--- src/rtl/rv32i_trace_pkg.sv ---
// Shared RV32I trace definitions: instruction type codes, base opcodes,
// the opcode classifier and the trace record layout.
package rv32i_trace_pkg;

   typedef enum logic [2:0] {
      T_R       = 3'd0,
      T_I       = 3'd1,
      T_S       = 3'd2,
      T_B       = 3'd3,
      T_U       = 3'd4,
      T_J       = 3'd5,
      T_SYS     = 3'd6,
      T_UNKNOWN = 3'd7
   } instr_type_e;

   localparam logic [6:0] OP_R     = 7'b0110011;
   localparam logic [6:0] OP_I_ALU = 7'b0010011;
   localparam logic [6:0] OP_LOAD  = 7'b0000011;
   localparam logic [6:0] OP_JALR  = 7'b1100111;
   localparam logic [6:0] OP_S     = 7'b0100011;
   localparam logic [6:0] OP_B     = 7'b1100011;
   localparam logic [6:0] OP_LUI   = 7'b0110111;
   localparam logic [6:0] OP_AUIPC = 7'b0010111;
   localparam logic [6:0] OP_JAL   = 7'b1101111;
   localparam logic [6:0] OP_SYS   = 7'b1110011;

   localparam int unsigned TRACE_XLEN = 32;

   typedef struct packed {
      logic [TRACE_XLEN-1:0] pc;
      logic [31:0]           instr;
      instr_type_e           itype;
   } trace_rec_t;

   function automatic instr_type_e classify(input logic [6:0] opcode);
      instr_type_e t;
      case (opcode)
         OP_R:                       t = T_R;
         OP_I_ALU, OP_LOAD, OP_JALR: t = T_I;
         OP_S:                       t = T_S;
         OP_B:                       t = T_B;
         OP_LUI, OP_AUIPC:           t = T_U;
         OP_JAL:                     t = T_J;
         OP_SYS:                     t = T_SYS;
         default:                    t = T_UNKNOWN;
      endcase
      return t;
   endfunction

endpackage

--- src/rtl/instr_trace_buffer_sync_fifo.sv ---
// Synchronous first-word fall-through FIFO; occupancy counter drives full/empty,
// head data reads as zero while empty.
module sync_fifo #(
   parameter int unsigned WIDTH = 8,
   parameter int unsigned DEPTH = 16
) (
   input  logic                       clk,
   input  logic                       reset,
   input  logic                       push,
   input  logic                       pop,
   input  logic [WIDTH-1:0]           wdata,
   output logic [WIDTH-1:0]           rdata,
   output logic [$clog2(DEPTH+1)-1:0] level,
   output logic                       full,
   output logic                       empty
);

   localparam int unsigned AW = $clog2(DEPTH);
   localparam int unsigned LW = $clog2(DEPTH+1);

   logic [WIDTH-1:0] mem [DEPTH];
   logic [AW-1:0]    wptr;
   logic [AW-1:0]    rptr;
   logic             do_push;
   logic             do_pop;

   always_comb begin
      empty   = (level == '0);
      full    = (level == LW'(DEPTH));
      do_pop  = pop & ~empty;
      do_push = push & (~full | do_pop);
      rdata   = empty ? '0 : mem[rptr];
   end

   always_ff @(posedge clk) begin
      if (reset) begin
         wptr  <= '0;
         rptr  <= '0;
         level <= '0;
      end else begin
         if (do_push) wptr <= wptr + AW'(1);
         if (do_pop)  rptr <= rptr + AW'(1);
         level <= level + LW'(do_push) - LW'(do_pop);
      end
   end

   always_ff @(posedge clk) begin
      if (do_push) mem[wptr] <= wdata;
   end

endmodule

--- src/rtl/instr_trace_buffer.sv ---
// Instruction trace unit: classifies observed fetches, keeps per-type and
// overflow saturating counters, and queues {pc, instr, type} records.
module instr_trace_buffer
   import rv32i_trace_pkg::*;
#(
   parameter int unsigned XLEN  = 32,
   parameter int unsigned DEPTH = 16,
   parameter int unsigned CNT_W = 16
) (
   input  logic                       clk,
   input  logic                       reset,
   input  logic                       en,
   input  logic                       instr_valid,
   input  logic [XLEN-1:0]            pc,
   input  logic [31:0]                instr,
   input  logic                       clear,
   output logic                       trace_valid,
   input  logic                       trace_ready,
   output logic [XLEN-1:0]            trace_pc,
   output logic [31:0]                trace_instr,
   output logic [2:0]                 trace_type,
   output logic [$clog2(DEPTH+1)-1:0] level,
   input  logic [2:0]                 count_sel,
   output logic [CNT_W-1:0]           count_out,
   output logic [CNT_W-1:0]           overflow_cnt
);

   localparam int unsigned WIDTH = XLEN + 35;

   logic             obs;
   instr_type_e      itype;
   logic             pop;
   logic             push;
   logic             drop;
   logic             full;
   logic             empty;
   logic [WIDTH-1:0] wdata;
   logic [WIDTH-1:0] rdata;
   logic [CNT_W-1:0] cnt [8];

   always_comb begin
      obs         = en & instr_valid;
      itype       = classify(instr[6:0]);
      trace_valid = ~empty;
      pop         = trace_valid & trace_ready;
      push        = obs & (~full | pop);
      drop        = obs & full & ~pop;
      wdata       = {pc, instr, itype};
      trace_pc    = rdata[WIDTH-1 -: XLEN];
      trace_instr = rdata[34:3];
      trace_type  = rdata[2:0];
      count_out   = cnt[count_sel];
   end

   sync_fifo #(
      .WIDTH (WIDTH),
      .DEPTH (DEPTH)
   ) u_fifo (
      .clk   (clk),
      .reset (reset),
      .push  (push),
      .pop   (pop),
      .wdata (wdata),
      .rdata (rdata),
      .level (level),
      .full  (full),
      .empty (empty)
   );

   // clear wins over a same-cycle increment; the FIFO side is unaffected by it
   always_ff @(posedge clk) begin
      if (reset || clear) begin
         for (int unsigned k = 0; k < 8; k++) cnt[k] <= '0;
         overflow_cnt <= '0;
      end else begin
         if (obs && (cnt[itype] != '1)) cnt[itype] <= cnt[itype] + CNT_W'(1);
         if (drop && (overflow_cnt != '1)) overflow_cnt <= overflow_cnt + CNT_W'(1);
      end
   end

endmodule

--- config.mk ---
export PLATFORM = sky130hd
export DESIGN_NAME = instr_trace_buffer
export DESIGN_NICKNAME = d
export VERILOG_FILES = /design/src/rtl/rv32i_trace_pkg.sv /design/src/rtl/instr_trace_buffer_sync_fifo.sv /design/src/rtl/instr_trace_buffer.sv
export SDC_FILE = /design/constraint.sdc
export NUM_CORES = 1
export LEC_CHECK = 0
export ABC_AREA = 1
export CAP_MARGIN = 0
export CORE_UTILIZATION = 45
export CTS_BUF_LIST = sky130_fd_sc_hd__clkbuf_16
export DETAILED_ROUTE_END_ITERATION = 6
export GPL_TIMING_DRIVEN = 0
export SLEW_MARGIN = 20
export SYNTH_ARGS = -nofsm -noshare
export SYNTH_HDL_FRONTEND = slang
export SYNTH_SLANG_ARGS = --single-unit
--- constraint.sdc ---
create_clock -name clk -period 6.7 [get_ports clk]
set_input_delay 0.67 -clock clk [delete_from_list [all_inputs] [get_ports clk]]
set_output_delay 0.67 -clock clk [all_outputs]
set_load 0.03 [all_outputs]
== Yosys cells after proc, flatten, opt, wreduce, memory -nomap -nowiden ==
Memory sizes are Yosys's and may differ from the RTL's. A register that Yosys moved wholly into a read port is not among the register bits.
Index checks and enable logic that the tools add are counted.

* Add/sub/neg operators: 6
* Equal/unequal tests: 13
* Muxes and demuxes: 14
* Bitwise logic cells: 12
* Reductions and logical operators: 7

{| class="wikitable"
|+ Operator list
! kind !! number
|-
| $mux W67 || 1
|-
| $add A16 B1 Y16 const B || 2
|-
| $ne A16 B16 Y1 const B || 2
|-
| $eq A7 B7 Y1 const B || 4
|-
| $eq A7 B6 Y1 const B || 3
|-
| $pmux W3 S7 || 1
|-
| $mux W16 || 1
|-
| $reduce_or A16 Y1 || 1
|-
| $eq A7 B5 Y1 const B || 2
|-
| $add A4 B1 Y4 const B || 2
|-
| $mux W1 || 8
|-
| $mux W4 || 2
|-
| $and A1 B1 Y1 || 7
|-
| $eq A7 B2 Y1 const B || 1
|-
| $add A5 B1 Y5 || 1
|-
| $eq A5 B5 Y1 const B || 1
|-
| $logic_not A5 Y1 || 1
|-
| $sub A5 B1 Y5 || 1
|-
| $mux W3 || 1
|-
| $not A1 Y1 || 3
|-
| $reduce_or A3 Y1 || 1
|-
| $logic_and A1 B1 Y1 || 2
|-
| $or A1 B1 Y1 || 2
|-
| $reduce_or A2 Y1 || 1
|-
| $logic_or A1 B1 Y1 || 1
|}

* Flip-flop bits (word level): 29
* Bits in writable memories: 1200
* Input port bits: 73
* Output and inout port bits: 105
* Logic and storage cells: 58
* Memories: 2

{| class="wikitable"
|+ Memory list
! name !! depth !! width !! read ports !! clocked after memory_dff !! write ports !! RTL line !! text
|-
| u_fifo.mem || 16 || 67 || 1 || 1 || 1 || instr_trace_buffer_sync_fifo.sv:21 || <nowiki>logic [WIDTH-1:0] mem [DEPTH];</nowiki>
|-
| cnt || 8 || 16 || 2 || 0 || 8 || instr_trace_buffer.sv:39 || <nowiki>logic [CNT_W-1:0] cnt [8];</nowiki>
|}

== Logic depth before layout (Yosys ltp) ==
An unclocked memory read counts as a cell.

* Depth in word-level cells: 11
* Depth in mapped cells: 20
* Depth with buffers taken out: 18

== By module ==
Synthesis repeated with hierarchy kept, for this count alone.

* Cell total of the unflattened synthesis: 5292
* Area total of the unflattened synthesis: 54380.9 um^2

{| class="wikitable"
|+ Modules (own cells, without submodules)
! module !! times used !! cells an instance !! area each (um^2) !! sequential area each (um^2)
|-
| sync_fifo || 1 || 4307 || 45939.1 || 32531.2
|-
| instr_trace_buffer || 1 || 985 || 8441.8 || 4164.0
|}

== Worst setup path after synthesis ==
OpenSTA, ideal clock, no wires.

* Path type: flip-flop to flip-flop
* Start: reg u_fifo.level[2]
* End: mem u_fifo.mem[11][0] in the netlist's numbering, enable pin
* Setup time: 0.492 ns
* Data arrival time: 4.890 ns
* Required time: 6.208 ns
* Slack: 1.318 ns
* Cell stages (with the launch flop): 12
* Path buffers: 0
* Period minus slack after synthesis: 5.382 ns
* Cell sequence: dfxtp_1 > inv_1 > ha_1 > nand3_1 > nor2_1 > inv_1 > nand2_1 > a21oi_1 > inv_1 > nor2_1 > nand2_1 > nor2_1

* Cells in the longest elaborated chain, start to end: 8
* Elaborated cells on any way between the ends: 12
* Classes of those cells: 1 x eq/ne; 2 x mux; 8 x bitwise; 1 x reduce/logical

{| class="wikitable"
|+ Ends and longest elaborated chain
! item !! RTL line !! text
|-
| from (decl) || instr_trace_buffer_sync_fifo.sv:13 || <nowiki>output logic [$clog2(DEPTH+1)-1:0] level,</nowiki>
|-
| from (signal assigned) || instr_trace_buffer_sync_fifo.sv:43 || <nowiki>level <= level + LW'(do_push) - LW'(do_pop);</nowiki>
|-
| $logic_not A5 Y1 * || instr_trace_buffer_sync_fifo.sv:28 || <nowiki>empty = (level == '0);</nowiki>
|-
| $not A1 Y1 * || instr_trace_buffer.sv:44 || <nowiki>trace_valid = ~empty;</nowiki>
|-
| net trace_valid || instr_trace_buffer.sv:17 || <nowiki>output logic trace_valid,</nowiki>
|-
| $and A1 B1 Y1 || instr_trace_buffer.sv:45 || <nowiki>pop = trace_valid & trace_ready;</nowiki>
|-
| $or A1 B1 Y1 or $and A1 B1 Y1 (tied branches) || instr_trace_buffer.sv:46, instr_trace_buffer_sync_fifo.sv:30 ||
|-
| $and A1 B1 Y1 or $or A1 B1 Y1 (tied branches) || instr_trace_buffer.sv:46, instr_trace_buffer_sync_fifo.sv:31 ||
|-
| $and A1 B1 Y1 * || instr_trace_buffer_sync_fifo.sv:31 || <nowiki>do_push = push & (~full | do_pop);</nowiki>
|-
| net u_fifo.do_push || instr_trace_buffer_sync_fifo.sv:24 || <nowiki>logic do_push;</nowiki>
|-
| $mux W1 * || instr_trace_buffer_sync_fifo.sv:48 || <nowiki>if (do_push) mem[wptr] <= wdata;</nowiki>
|-
| $mux W1 (implied by the code) * || instr_trace_buffer_sync_fifo.sv:48 ||
|-
| to (decl) || instr_trace_buffer_sync_fifo.sv:21 ||
|}

Mark *: on every way through the listed nets, which the timed path passes. The rest lies on a longest branch.

==> results.txt <==
* Outcome: completed
- Count of standard-cell rows: between 100 and 150
* Avg Cell Area, Syn: roughly 13 um2
* Width of the die: between 300 and 400 um
* Root buffer selected by CTS: sky130_fd_sc_hd__clkbuf_16
- The worst setup path is launched from a register.
- Per-cell via count in the routed design: about 6
- Insertion delay of the later-clocked pin in the worst-skew pair: 0.76 ns
- Vias in the first global route: about 35k
- On the final layout, the worst clock skew is 0.0274 ns.
- Power per standard cell area: ~340 nW/um2
* Net switching share of the total power: 0.319
- Most frequent standard cell in the layout excluding fill and tap cells: sky130_fd_sc_hd__edfxtp_1
- Leading area contributor after synthesis: sky130_fd_sc_hd__edfxtp_1
- Proportion of power drawn by combinational gates: 0.232
- The number of different library cells used by synthesis comes to between 40 and 50.
- Combined area of all synthesized cells: 50500 um2
- Post-DP HPWL: between 100 and 150 mm
- After clock tree synthesis, the clock-pin slew on the worst setup and hold paths is ~0.06 ns.
- Clock network fraction of design power: 0.345
- Max-cap violation count: 0
- Count of hold-fix buffers inserted at cts: 0
- For the finished layout, the period the worst path requires is about 6.5 ns.
- Biggest fanout along the worst timing path: 10
- Global route total overflow: 0
* Final Util: 0.540
- EDFF count, synth: around 1.2k
- Worst-margin pin slew: roughly 1.2 ns
* Routability Congestion: roughly 0.90
- Port Buf Inserts: 176
* WS Path Type: register to output port
* Violation count after the first detailed-routing iteration: 4643
* Final ANT Viol Nets: 0
* Die outline area: about 110000 um2
* Wire length of the first global-routing pass: ~240 mm
- The share of the Yosys chip area taken by registers is 0.726.
* Boundary Pins: between 150 and 200
- Leak Pwr: between 15 and 20 nW
* Antenna violations before repair: 12
- IR analysis of the VDD net gives a maximum drop of 0.216 mV.
- Finish-stage setup viols: 0
- Area delta synth->final: 18.6%
- For the worst setup path, the data required time is 6.03 ns.
* Core area: ~110000 um2
- Setup repair after global routing left no endpoint under its margin.
- Critical Path Sink Type: output port
- Share of Yosys cell area claimed by the top area cell type: 0.713
- For this configuration, the core starts out at a cell density of 0.455.
* Post-Synthesis Cells: roughly 4k
- The analysis attributes to net switching a power of roughly 6.5 mW.
* Crit path arrival time: roughly 5.9 ns
- Clock tree sinks: 1233
* Worst slew margin relative to its limit: 0.169
- Count of final max-slew check failures: 0
* Sequential share of power: 0.424
- In the global route stage, overall resource usage came out at 0.292.
- The most used flip-flop cell after synthesis is sky130_fd_sc_hd__edfxtp_1.
- Number of buffers inserted during clock tree synthesis: ~130
* Net total in the final layout: approximately 4.4k
- In the final layout, the share of cells above drive strength 1 is 0.0857.
- WL per Instance: 28.1 um
- Achievable clock frequency: 153 MHz
- The setup check on the worst reg-to-reg path leaves a slack of 2.91 ns.
* Clock buffer depth: 3
* Post-route clock period utilization: 0.977
- Die boundary height: about 340 um
* Placed cell area: roughly 56000 um2
* Most used cells in the layout excluding fill and tap cells: sky130_fd_sc_hd__edfxtp_1 (1200), sky130_fd_sc_hd__nor2_1 (771), sky130_fd_sc_hd__o21ai_0 (623), sky130_fd_sc_hd__clkbuf_1 (231), sky130_fd_sc_hd__o221ai_1 (189)
- Total non-filler cell area in the finished layout: approximately 60000 um2
* Largest net degree at the start of global routing: 26
- Number of remaining DRC errors: 0
- HP Class: register to register
- The detailed router placed 35.8k vias in this run.
- The final number of hold-violating endpoints came to 0.
* CTS tree: yes
- Area contributors post-synth: sky130_fd_sc_hd__edfxtp_1 (71%), sky130_fd_sc_hd__o21ai_0 (6.2%), sky130_fd_sc_hd__nor2_1 (5.8%)
- Post-detailed-routing wire length: 167 mm
- Placed cell count: about 5.7k
- First-pass iteration count of the detailed router: 6
* Internal power: about 14 mW
- Synth async-reset ratio: 0
* Number of warnings reported in the yosys synthesis log: 0
* Net count after synthesis: around 4k
- H-Tree Level Count: 4
- Counting flops and latches in the post-synthesis netlist gives between 1k and 1.5k.
- Post-Layout Cell Count: 5951
power groups by stage:
| stage | clock [mW] | combinational, mW | sequential, mW |
|---|---|---|---|
| after floorplan | 0 | 2.40 | 8.81 |
| after global placement | 0 | 4.57 | 8.81 |
| after detailed placement | 0 | 4.64 | 8.79 |
| after CTS | 7.06 | 4.66 | 8.63 |
| after global routing | 7.33 | 4.98 | 8.64 |
| final | 7.02 | 4.72 | 8.63 |
stage by stage:
step	setup TNS [ns]	setup slack (ns)	hold WS, ns	power (mW)
floorplan	0	1.32	0.477	11.2
global placement	-2448.75	-3.12	0.482	13.4
detailed placement	0	0.981	0.485	13.4
CTS	0	0.171	0.501	20.3
global route	0	0.0957	0.544	20.9
finish	0	0.156	0.492	20.4
layout make-up:
| type | count | area, um2 |
|---|---|---|
| Clock inverter | 98 | 762 |
| Fill cell | 9325 | 51100 |
| Buffer | 271 | 1160 |
| Antenna cell | 3 | 7.51 |
| Inverter | 148 | 556 |
| Sequential cell | 1233 | 36700 |
| Tap cell | 1488 | 1860 |
| Timing Repair Buffer | 241 | 3260 |
| Clock buffer | 134 | 3350 |
| Multi-Input combinational cell | 2335 | 12300 |
per-layer routing:
metal | up-vias | share of wire | GRT usage
met3 | 391 | 0.11 | 0.0638
li1 | 15600 | - | -
met5 | - | 0.00062 | 0
met1 | 17600 | 0.38 | 0.381
met4 | 14 | 0.037 | 0.120
met2 | 2102 | 0.48 | 0.472
path summary, 6_finish.rpt:
check	endpoint	depth (start not counted)	startpoint
max	trace_instr[16]	11	register
max reg2reg	u_fifo.mem[11][51]	15	u_fifo.level[3]
min	overflow_cnt[14]	2	overflow_cnt[14]
min reg2reg	overflow_cnt[14]	2	overflow_cnt[14]
critical path, stage by stage, from the launching register on:
cell and delay, ns:
sky130_fd_sc_hd__dfxtp_1 0.35, sky130_fd_sc_hd__clkbuf_1 0.17, sky130_fd_sc_hd__clkdlybuf4s15_1 0.64, sky130_fd_sc_hd__clkinv_1 0.27, sky130_fd_sc_hd__clkdlybuf4s15_1 0.84, sky130_fd_sc_hd__clkbuf_1 0.61, sky130_fd_sc_hd__clkbuf_2 0.55, sky130_fd_sc_hd__nor2_1 0.09
sky130_fd_sc_hd__o221ai_1 0.18, sky130_fd_sc_hd__nand3_1 0.10, sky130_fd_sc_hd__a21oi_1 0.54, sky130_fd_sc_hd__clkdlybuf4s50_1 0.79
flip-flops by register name (all words and copies together) (netlist names), named ones only:
signal and count:
cnt 128, u_fifo.wptr 4, u_fifo.mem 1072, overflow_cnt 16
u_fifo.level 5, u_fifo.rptr 4
kinds of logic (layout without fill, tap and decap cells):
logic type / Yosys count / count (layout) / share of synthesized area
buffers and inverters: 419 / 892 / 0.0335
DFF: 1233 / 1233 / 0.726
AOI/OAI and AO/OA: 1148 / 1148 / 0.135
xor gates and xnor gates: 9 / 9 / 0.00171
and+or+nand+nor: 1164 / 1164 / 0.100
other: 0 / 3 / 0
adders and majority gates: 14 / 14 / 0.00361
Yosys cell counts (10+ instances only):
cell and count:
sky130_fd_sc_hd__edfxtp_1 1200, sky130_fd_sc_hd__inv_1 134, sky130_fd_sc_hd__o21ai_0 624, sky130_fd_sc_hd__nand2_2 19, sky130_fd_sc_hd__dfxtp_1 33, sky130_fd_sc_hd__o221ai_1 189
sky130_fd_sc_hd__nand4_1 24, sky130_fd_sc_hd__nor2_1 787, sky130_fd_sc_hd__nand3_4 10, sky130_fd_sc_hd__buf_1 14, sky130_fd_sc_hd__ha_1 13, sky130_fd_sc_hd__nor2_2 25
sky130_fd_sc_hd__inv_2 13, sky130_fd_sc_hd__a31oi_1 19, sky130_fd_sc_hd__o22ai_1 86, sky130_fd_sc_hd__a21oi_1 131, sky130_fd_sc_hd__clkbuf_1 241, sky130_fd_sc_hd__nand2_1 148
sky130_fd_sc_hd__o211ai_1 85, sky130_fd_sc_hd__nand3_1 90
what timing repair did:
action                                  in CTS  in global routing
hold endpoints to repair                     0                  0
endpoints found under the setup margin       0                  1
gates resized for setup                      0                  7
setup buffers                                0                  0
Note: power is estimated with default switching activity, not from simulation.
